===== src/rtl/npc_mem_pkg.sv =====
`default_nettype none
// ============================================================================
// Module      : npc_mem_pkg
// Description : Shared types and defaults for the NPC memory front end.
// Revision    : 1.0 - initial release
// ============================================================================
package npc_mem_pkg;

    localparam int ADDR_W_DEF = 32;
    localparam int DATA_W_DEF = 32;

    typedef enum logic [1:0] {
        ST_IDLE   = 2'd0,
        ST_ACCESS = 2'd1,
        ST_RESP   = 2'd2
    } state_e;

    typedef enum logic {
        MST_IFU = 1'b0,
        MST_LSU = 1'b1
    } mst_e;

endpackage
`default_nettype wire


===== src/rtl/rr_arbiter2.sv =====
`default_nettype none
// ============================================================================
// Module      : rr_arbiter2
// Description : Two-requester grant (IFU/LSU) with last-grant memory.
// Revision    : 1.0 - initial release
// ============================================================================
module rr_arbiter2
    import npc_mem_pkg::*;
#(
    parameter int RR_EN = 1
) (
    input  logic clock,
    input  logic reset_n,
    input  logic req_ifu,
    input  logic req_lsu,
    input  logic accept,
    output logic gnt_valid,
    output logic gnt_lsu
);

    mst_e last_grant_q;
    mst_e last_grant_d;

    always_comb begin
        gnt_valid    = req_ifu | req_lsu;
        gnt_lsu      = req_lsu;
        last_grant_d = last_grant_q;
        // On conflict, round-robin favours whoever did not win last time.
        if (req_ifu && req_lsu) begin
            gnt_lsu = (RR_EN != 0) ? (last_grant_q == MST_IFU) : 1'b1;
        end
        if (accept) begin
            last_grant_d = gnt_lsu ? MST_LSU : MST_IFU;
        end
    end

    always_ff @(posedge clock or negedge reset_n) begin
        if (!reset_n) begin
            last_grant_q <= MST_IFU;
        end else begin
            last_grant_q <= last_grant_d;
        end
    end

endmodule
`default_nettype wire


===== src/rtl/sram_arbiter.sv =====
`default_nettype none
// ============================================================================
// Module      : sram_arbiter
// Description : Shares one SRAM bridge port between IFU (read) and LSU (r/w).
// Revision    : 1.0 - initial release
// ============================================================================
module sram_arbiter
    import npc_mem_pkg::*;
#(
    parameter int ADDR_W = ADDR_W_DEF,
    parameter int DATA_W = DATA_W_DEF,
    parameter int RR_EN  = 1
) (
    input  logic                clock,
    input  logic                reset_n,
    input  logic                ifu_req_valid,
    output logic                ifu_req_ready,
    input  logic [ADDR_W-1:0]   ifu_req_addr,
    output logic                ifu_resp_valid,
    input  logic                ifu_resp_ready,
    output logic [DATA_W-1:0]   ifu_resp_data,
    input  logic                lsu_req_valid,
    output logic                lsu_req_ready,
    input  logic                lsu_req_wen,
    input  logic [ADDR_W-1:0]   lsu_req_addr,
    input  logic [DATA_W-1:0]   lsu_req_wdata,
    input  logic [DATA_W/8-1:0] lsu_req_wstrb,
    output logic                lsu_resp_valid,
    input  logic                lsu_resp_ready,
    output logic [DATA_W-1:0]   lsu_resp_data,
    output logic                sram_read,
    output logic [ADDR_W-1:0]   sram_r_addr,
    input  logic [DATA_W-1:0]   sram_r_data,
    output logic                sram_write,
    output logic [ADDR_W-1:0]   sram_w_addr,
    output logic [DATA_W-1:0]   sram_w_data,
    output logic [DATA_W/8-1:0] sram_w_strb
);

    localparam int STRB_W = DATA_W / 8;

    state_e              state_q, state_d;
    mst_e                mst_q, mst_d;
    logic                wen_q, wen_d;
    logic                first_q, first_d;
    logic [ADDR_W-1:0]   addr_q, addr_d;
    logic [DATA_W-1:0]   wdata_q, wdata_d;
    logic [STRB_W-1:0]   wstrb_q, wstrb_d;
    logic [DATA_W-1:0]   rdata_q, rdata_d;

    logic                gnt_valid;
    logic                gnt_lsu;
    logic                req_hs;
    logic                resp_hs;
    logic [DATA_W-1:0]   resp_data;

    rr_arbiter2 #(
        .RR_EN (RR_EN)
    ) u_arb (
        .clock     (clock),
        .reset_n   (reset_n),
        .req_ifu   (ifu_req_valid),
        .req_lsu   (lsu_req_valid),
        .accept    (req_hs),
        .gnt_valid (gnt_valid),
        .gnt_lsu   (gnt_lsu)
    );

    // Bridge data arrives in the first RESP cycle; after that the captured copy is used.
    assign resp_data = first_q ? (wen_q ? '0 : sram_r_data) : rdata_q;
    assign resp_hs   = (mst_q == MST_IFU) ? ifu_resp_ready : lsu_resp_ready;

    always_comb begin
        state_d       = state_q;
        mst_d         = mst_q;
        wen_d         = wen_q;
        first_d       = first_q;
        addr_d        = addr_q;
        wdata_d       = wdata_q;
        wstrb_d       = wstrb_q;
        rdata_d       = rdata_q;
        ifu_req_ready = 1'b0;
        lsu_req_ready = 1'b0;
        req_hs        = 1'b0;
        case (state_q)
            ST_IDLE: begin
                ifu_req_ready = gnt_valid & ~gnt_lsu;
                lsu_req_ready = gnt_valid & gnt_lsu;
                if (gnt_valid) begin
                    req_hs  = 1'b1;
                    mst_d   = gnt_lsu ? MST_LSU : MST_IFU;
                    wen_d   = gnt_lsu & lsu_req_wen;
                    addr_d  = gnt_lsu ? lsu_req_addr : ifu_req_addr;
                    wdata_d = gnt_lsu ? lsu_req_wdata : '0;
                    wstrb_d = gnt_lsu ? lsu_req_wstrb : '0;
                    state_d = ST_ACCESS;
                end
            end
            ST_ACCESS: begin
                first_d = 1'b1;
                state_d = ST_RESP;
            end
            ST_RESP: begin
                first_d = 1'b0;
                if (first_q) begin
                    rdata_d = resp_data;
                end
                if (resp_hs) begin
                    state_d = ST_IDLE;
                end
            end
            default: state_d = ST_IDLE;
        endcase
    end

    always_ff @(posedge clock or negedge reset_n) begin
        if (!reset_n) begin
            state_q <= ST_IDLE;
            mst_q   <= MST_IFU;
            wen_q   <= 1'b0;
            first_q <= 1'b0;
            addr_q  <= '0;
            wdata_q <= '0;
            wstrb_q <= '0;
            rdata_q <= '0;
        end else begin
            state_q <= state_d;
            mst_q   <= mst_d;
            wen_q   <= wen_d;
            first_q <= first_d;
            addr_q  <= addr_d;
            wdata_q <= wdata_d;
            wstrb_q <= wstrb_d;
            rdata_q <= rdata_d;
        end
    end

    assign sram_read      = (state_q == ST_ACCESS) & ~wen_q;
    assign sram_write     = (state_q == ST_ACCESS) & wen_q;
    assign sram_r_addr    = addr_q;
    assign sram_w_addr    = addr_q;
    assign sram_w_data    = wdata_q;
    assign sram_w_strb    = wstrb_q;
    assign ifu_resp_valid = (state_q == ST_RESP) & (mst_q == MST_IFU);
    assign lsu_resp_valid = (state_q == ST_RESP) & (mst_q == MST_LSU);
    assign ifu_resp_data  = ifu_resp_valid ? resp_data : '0;
    assign lsu_resp_data  = lsu_resp_valid ? resp_data : '0;

endmodule
`default_nettype wire


===== config.mk =====
export PLATFORM = sky130hd
export DESIGN_NAME = sram_arbiter
export DESIGN_NICKNAME = d
export VERILOG_FILES = /design/src/rtl/npc_mem_pkg.sv /design/src/rtl/rr_arbiter2.sv /design/src/rtl/sram_arbiter.sv
export SDC_FILE = /design/constraint.sdc
export NUM_CORES = 1
export LEC_CHECK = 0
export BUFFER_PORTS_ARGS = -buffer_cell sky130_fd_sc_hd__buf_2
export CAP_MARGIN = 20
export CELL_PAD_IN_SITES_DETAIL_PLACEMENT = 0
export CELL_PAD_IN_SITES_GLOBAL_PLACEMENT = 1
export CORE_ASPECT_RATIO = 0.75
export CORE_MARGIN = 3
export CORE_UTILIZATION = 32
export CTS_BUF_LIST = sky130_fd_sc_hd__clkbuf_4
export DETAILED_ROUTE_END_ITERATION = 10
export PLACE_DENSITY_LB_ADDON = 0.08
export RECOVER_POWER = 100
export SLEW_MARGIN = 20
export SYNTH_ARGS = -nofsm -noshare
export SYNTH_HDL_FRONTEND = slang
export SYNTH_SLANG_ARGS = --single-unit

===== constraint.sdc =====
create_clock -name clock -period 2 [get_ports clock]
set_input_delay 0.2 -clock clock [delete_from_list [all_inputs] [get_ports clock]]
set_output_delay 0.2 -clock clock [all_outputs]
set_load 0.05 [all_outputs]

==> results of run 1 <==
==> metrics by stage <==
stage	TNS (ns)	power (mW)
after floorplan	-3.21	10.2
after global placement	0	11.9
after detailed placement	0	11.9
after CTS	-0.996	13.8
after global routing	-5.05	14.6
final	0	13.8
==> kinds of logic after synthesis <==
logic type | count (synthesis) | share of synthesized area
AOI/OAI and AO/OA | 138 | 0.225
adders and majority gates | 4 | 0.0100
buffers and inverters | 74 | 0.0856
DFF | 105 | 0.527
muxes | 6 | 0.0128
and+or+nand+nor | 139 | 0.139
==> worst max-delay path by stage <==
stage / startpoint / to
2_1_floorplan: state_q[0]$_DFFE_PN0P_ / lsu_resp_data[10]
3_3_place_gp: state_q[1]$_DFFE_PN0P_ / sram_w_data[25]$_DFFE_PN0P_
3_5_place_dp: state_q[0]$_DFFE_PN0P_ / sram_w_data[31]$_DFFE_PN0P_
4_1_cts: wen_q$_DFFE_PN0P_ / ifu_resp_data[5]
5_1_grt: wen_q$_DFFE_PN0P_ / ifu_resp_data[28]
6_report: wen_q$_DFFE_PN0P_ / ifu_resp_data[22]
==> power by group <==
group          switching (mW)  leakage [nW]  internal, mW
sequential              0.593          1.33          3.00
clock                   0.772        0.0806         0.408
combinational            6.39          2.57          2.68
==> area by class of cell <==
class	instances	area, sq um
flip-flops and latches	105	2630
clock inverters	7	86.3
well taps	200	250
clock buffers	9	67.6
multi-input cells	287	2090
inverters	5	18.8
fillers	1341	6230
repair buffers	466	3460
==> state kept, by name, indices dropped and copies added (netlist names) <==
signal              flops
first_q                 1
sram_w_data            32
sram_w_strb             4
state_q                 2
wen_q                   1
sram_r_addr            32
u_arb.last_grant_q      1
rdata_q                32
==> routing by layer <==
metal	vias to the layer above	GRT usage	routed length [um]
li1	2440	-	-
met1	2534	0.257	7750
met2	212	0.366	9600
met3	24	0.0439	1220
met4	0	0.0488	330
met5	-	0	0
==> layout by cell type, fill, tap and decap left out, types with 2 or more instances in the layout <==
| cell | count |
|---|---|
| a21o_1 | 2 |
| a21oi_1 | 29 |
| a21oi_2 | 4 |
| a21oi_4 | 2 |
| a221o_1 | 32 |
| a22o_1 | 67 |
| and2_0 | 32 |
| buf_12 | 4 |
| buf_16 | 2 |
| buf_2 | 138 |
| buf_4 | 14 |
| buf_6 | 65 |
| clkbuf_1 | 102 |
| clkbuf_16 | 2 |
| clkbuf_2 | 3 |
| clkbuf_4 | 13 |
| clkinv_4 | 2 |
| dfrtp_1 | 103 |
| dfrtp_2 | 2 |
| dlygate4sd3_1 | 132 |
| ha_1 | 2 |
| ha_4 | 2 |
| inv_1 | 3 |
| inv_2 | 2 |
| inv_8 | 2 |
| mux2_2 | 3 |
| mux2i_2 | 2 |
| nand2_1 | 2 |
| nand2_4 | 3 |
| nor2_1 | 41 |
| nor2_2 | 24 |
| nor2b_1 | 33 |
==> timing repair <==
item | 4_1_cts | 5_1_grt
pin swaps | 6 | 13
endpoints found under the setup margin | 68 | 70
gates resized for setup | 109 | 76
hold buffers | 132 | 0
endpoints found under the hold margin | 204 | 0
gates cloned | 2 | 3
setup buffers | 5 | 3
==> tightest hold or removal path: cells and delay by family <==
family,cells,cell delay (ns)
buf+inv,1,0.07
compound gates,2,0.22
mux,1,0.11
==> summary.md, run 1 <==
| Metric | Value |
|---|---|
| Area grow syn2layout | 72.7% |
| #FFs+latches synth | 105 |
| RSZ-0062 raised after global routing | true |
| Clock slew at reported path FFs | 0.15 ns |
| Pleak | 3.98 nW |
| Data required time at the worst endpoint | 1.80 ns |
| Hold Path End | state_q[0]$_DFFE_PN0P_ |
| Height of the die | 114 um |
| Vias/cell | 4.83 |
| GR Util All Layers | 0.206 |
| CP Max Fanout | 15 |
| Cells along the critical path | and2b_4 > buf_12 > a21oi_1 > nor2_1 > buf_6 |
| Reg2reg start | state_q[0]$_DFFE_PN0P_ |
| Final worst slack | 0.00987 ns |
| Synth area leaders | dfrtp_1 53%, a22o_1 12%, a221o_1 6.4% |
| Post-route DRC | 0 |
| Crit. End Element | output pin |
| HP Start | ifu_resp_ready |
| Crit-path max cell delay | 0.44 ns |
| Dpl hpwl | 11800 um |
| Hold WC Path Type | in -> reg |
| Clock sink total | 105 |
| Core Util, Final | 0.580 |
| Non-Filler Instances | 1079 |
| First-pass GRT wire length | 28400 um |
| Final Hold Viols | 0 |
| Post-synth top cells | 105 x dfrtp_1, 67 x a22o_1, 66 x nor2_1 |
| Number of global-route vias before repair | 5470 |
| Yosys top cell by area | dfrtp_1 |
| Max cap viols | 0 |
| DP Cell Count | 918 |
| PD cells | 1610 nW/um^2 |
| Netlist cell types | 23 |
| R2R Path End | sram_w_data[31]$_DFFE_PN0P_ |
| Largest net degree at the start of global routing | 75 |
| Final Net Count | 1017 |
| Buffers added on ports | 308 |
| Asr flop ratio synth | 1.00 |
| Std-Cell Rows | 38 |
| Cell Area, Synth | 4980 sq um |
| Critical path depth | 5 |
| Final Instance Area | 8610 sq um |
| Status | finished clean |
| Count leader, synth | dfrtp_1 |
| Post-Syn Instances | 466 |
| Initial Util | 0.336 |
| Initial DRC count | 309 |
| Core Area | 14800 sq um |
| Post-route ant nets | 0 |
| Synth top area share | 0.527 |
| EDFF count, synth | 0 |
| Routed vias | 5210 |
| Num CTS Buffers | 9 |
| Clock buffer depth | 2 |
| Slowest CP cell | dfrtp_2 |
| GPL Wtd Cong | 0.751 |
| CP Class | reg -> out |
| Fmax | 502 MHz |
| TritonCTS clock tree | built |
| Clk Latency, worst-skew pair | 0.46 ns |
| Arrival @ worst endpoint | 1.79 ns |
| Post-DP Area | 6560 sq um |
| Die Area | 17100 sq um |
| Max Transition Viols Final | 0 |
| Root buffer cell | clkbuf_4 |
| Synth warnings | 0 |
| Worst slew pin tran | 1.04 ns |
| FF-to-FF path depth | 7 |
| Syn_nets | 609 |
| Main synth FF type | dfrtp_1 |
| IO Pins | 309 |
| Top delay family on crit path | simple AND/OR/NAND/NOR gates |
| H-tree depth | 3 |
| Endpoints failing setup | 0 |
| Antenna cell count | 0 |
| Worst vdd ir | 0.000927 V |
| Slew HR | 0.308 |
| Synth Area per Inst | 10.7 sq um |
| WHS | 0.191 ns |
| Final WL | 18900 um |
| Clk_skew | 0.0206 ns |
| Hold depth | 4 |
| Fin crit share | 0.995 |
| Min cycle time layout | 1.99 ns |
| Sequential fraction of the synthesis area | 0.527 |
| Initial antenna violation count | 0 |
| Layout cells sized above 1 | 0.336 |
| WP buf/inv | 2 |
| DR WL/cell | 17.5 um |
| Worst slack at placement | 0.255 ns |
| Die width | 150 um |
| R2r setup slk | 0.09 ns |
| Grt ovf | 0 |
| Pre-Repair DR Iteration Count | 4 |
| Crit start category | flip-flop |
(Power assumes the default switching activity.)
==> inputs of run 2 (changes only) <==
Settings changed: CELL_PAD_IN_SITES_DETAIL_PLACEMENT 0 to 1, CELL_PAD_IN_SITES_GLOBAL_PLACEMENT 1 to 2, CORE_UTILIZATION 32 to 25.
Clock period 2 ns to 1.9 ns, I/O delays scaled along.
==> run 2 against run 1 <==
The flow now finishes with violations (negative setup slack); cell area increased by 5.0%; power increased by 9.7%; final cell count increased by 5.6%; utilization decreased by 12 points; largest power group unchanged.
==> summary.md, run 2 (synthesis results as in run 1) <==
| Metric | Value |
|---|---|
| Hold depth | 4 (unchanged) |
| Critical path depth | 5 (unchanged) |
| Initial Util | 0.256 (-0.0795) |
| Post-route DRC | 0 (unchanged) |
| Largest net degree at the start of global routing | 46 (-39%) |
| Final Hold Viols | 0 (unchanged) |
| Commonest non-fill, non-tap cell in the layout | buf_2 |
| Slew HR | 0.428 (+0.120) |
| Worst slew pin tran | 0.858 ns (-0.180 ns) |
| GPL Wtd Cong | 0.768 (+2.3%) |
| Die Area | 21700 sq um (+27%) |
| Number of global-route vias before repair | 5891 (+7.7%) |
| Pwr Total | 15.2 mW (+9.7%) |
| Grt ovf | 0 (unchanged) |
| Final Instance Area | 9030 sq um (+5.0%) |
| GR Util All Layers | 0.187 (-0.0192) |
| Routed vias | 5375 (+3.2%) |
| Crit. End Element | output pin |
| Hold WC Path Type | in -> reg |
| Layout cells sized above 1 | 0.385 (+0.0490) |
| CP Class | reg -> out |
| Fmax | 486 MHz |
| RSZ-0062 raised after global routing | true |
| Num CTS Buffers | 9 (unchanged) |
| Clk Latency, worst-skew pair | 0.48 ns (+0.02 ns) |
| PD cells | 1680 nW/um^2 (+4.5%) |
| Max cap viols | 0 (unchanged) |
| Fin crit share | 1.08 |
| Post-route ant nets | 0 (unchanged) |
| Clk_skew | 0.0240 ns (+0.00342 ns) |
| Buffers added on ports | 308 (unchanged) |
| DR WL/cell | 19.4 um (+11%) |
| Endpoints failing setup | 64 (+64) |
| WP buf/inv | 2 (unchanged) |
| First-pass GRT wire length | 32200 um (+13%) |
| Final WL | 22100 um (+17%) |
| Crit start category | flip-flop |
| Std-Cell Rows | 44 (+16%) |
| Core Util, Final | 0.465 (-0.115) |
| Status | finished with violations |
| Area grow syn2layout | 81.3% |
| Min cycle time layout | 2.06 ns |
| TritonCTS clock tree | built |
| Root buffer cell | clkbuf_4 |
| Worst vdd ir | 0.00104 V (+12%) |
| Max Transition Viols Final | 0 (unchanged) |
| Vias/cell | 4.72 (-2.3%) |
| H-tree depth | 3 (unchanged) |
| Top delay family on crit path | simple AND/OR/NAND/NOR gates |
| Commonest cells after routing, fill and taps aside | 137 x buf_2, 132 x dlygate4sd3_1, 104 x dfrtp_1 |
| Dpl hpwl | 13400 um (+14%) |
| IO Pins | 309 (unchanged) |
| Initial DRC count | 201 (-35%) |
| Clock slew at reported path FFs | 0.19 ns (+0.04 ns) |
| Die width | 169 um (+13%) |
| Crit-path max cell delay | 0.42 ns (-0.02 ns) |
| Failing checks | negative setup slack |
| Pre-Repair DR Iteration Count | 4 (unchanged) |
| Pleak | 4.03 nW (+1.2%) |
| Initial antenna violation count | 2 (+2) |
| Clock buffer depth | 2 (unchanged) |
| Post-DP Area | 6660 sq um (+1.5%) |
| Final Net Count | 1022 (+0.49%) |
| Cells along the critical path | and2b_4 > buf_8 > a21oi_1 > nor2_1 > buf_6 |
| Height of the die | 128 um (+12%) |
| Clock sink total | 105 (unchanged) |
| FF-to-FF path depth | 7 (unchanged) |
| Slowest CP cell | dfrtp_1 |
| Arrival @ worst endpoint | 1.87 ns (+0.08 ns) |
| Final worst slack | -0.157 ns (-0.167 ns) |
| CP Max Fanout | 7 (-8) |
| Worst slack at placement | 0.149 ns (-0.106 ns) |
| Core Area | 19400 sq um (+31%) |
| Data required time at the worst endpoint | 1.71 ns (-0.09 ns) |
run 2: cell types whose count changed in the layout (fill, tap and decap cells not counted), moves of 6 or more:
| cell | change |
|---|---|
| a21oi_1 | -24 |
| a21oi_2 | +18 |
| a21oi_4 | +6 |
| buf_8 | +6 |
| nor2_1 | -13 |
| nor2_4 | +10 |
run 2: final timing paths:
path / start / to / slack (ns)
worst max-delay path: wen_q$_DFFE_PN0P_ / ifu_resp_data[12] / -0.16
worst min-delay path: ifu_resp_ready / state_q[0]$_DFFE_PN0P_ / 0.12
worst max register to register: state_q[0]$_DFFE_PN0P_ / sram_r_addr[30]$_DFFE_PN0P_ / 0.04
worst min register to register: rdata_q[2]$_DFFE_PN0P_ / rdata_q[2]$_DFFE_PN0P_ / 0.52
max in group asynchronous: reset_n / sram_r_addr[30]$_DFFE_PN0P_ / 0.34
min in group asynchronous: reset_n / sram_r_addr[4]$_DFFE_PN0P_ / 0.34
run 2: final cells by class:
type                       count  area [sq um]
antenna                        2          5.00
clock buffer                   9          67.6
clock inverter                 7          71.3
fill                        2203         10400
inverter                       5          31.3
multi-input combinational    288          2350
sequential                   105          2630
tap                          253           317
timing repair buffer         470          3560
run 2: routing by layer:
metal  GRT usage  share of wire  vias up
met4      0.0530          0.018        2
li1            -              -     2455
met1       0.230           0.44     2689
met5           0        0.00059        -
met2       0.325           0.48      195
met3      0.0478          0.060       34
run 2: through the flow:
stage,hold slack [ns],TNS (ns),std cells
5_1_grt,0.108,-16.97,1138
2_1_floorplan,-0.106,-8.16,466
4_1_cts,0.0722,-8.26,1132
3_5_place_dp,0.188,0,975
6_report,0.125,-6.55,1139
3_3_place_gp,0.174,0,975
run 2: worst register-to-register path: stages, from the launching register on:
cell and delay [ns]:
dfrtp_1 0.44, inv_2 0.09, clkbuf_2 0.15, ha_4 0.16, clkbuf_2 0.23, o21ai_4 0.19
and2_0 0.23, a221o_1 0.27
run 2: what timing repair did:
item | 4_1_cts | 5_1_grt
hold buffers | 132 | 0
cloned | 2 | 5
hold endpoints to repair | 127 | 0
resized for setup | 140 | 121
pin swaps | 1 | 38
endpoints found under the setup margin | 68 | 71
setup buffers | 7 | 1
run 2: power breakdown:
part | switching (mW) | total, mW | internal (mW)
sequential | 0.658 | 3.82 | 3.16
combinational | 7.14 | 10.2 | 3.07
clock | 0.861 | 1.17 | 0.305
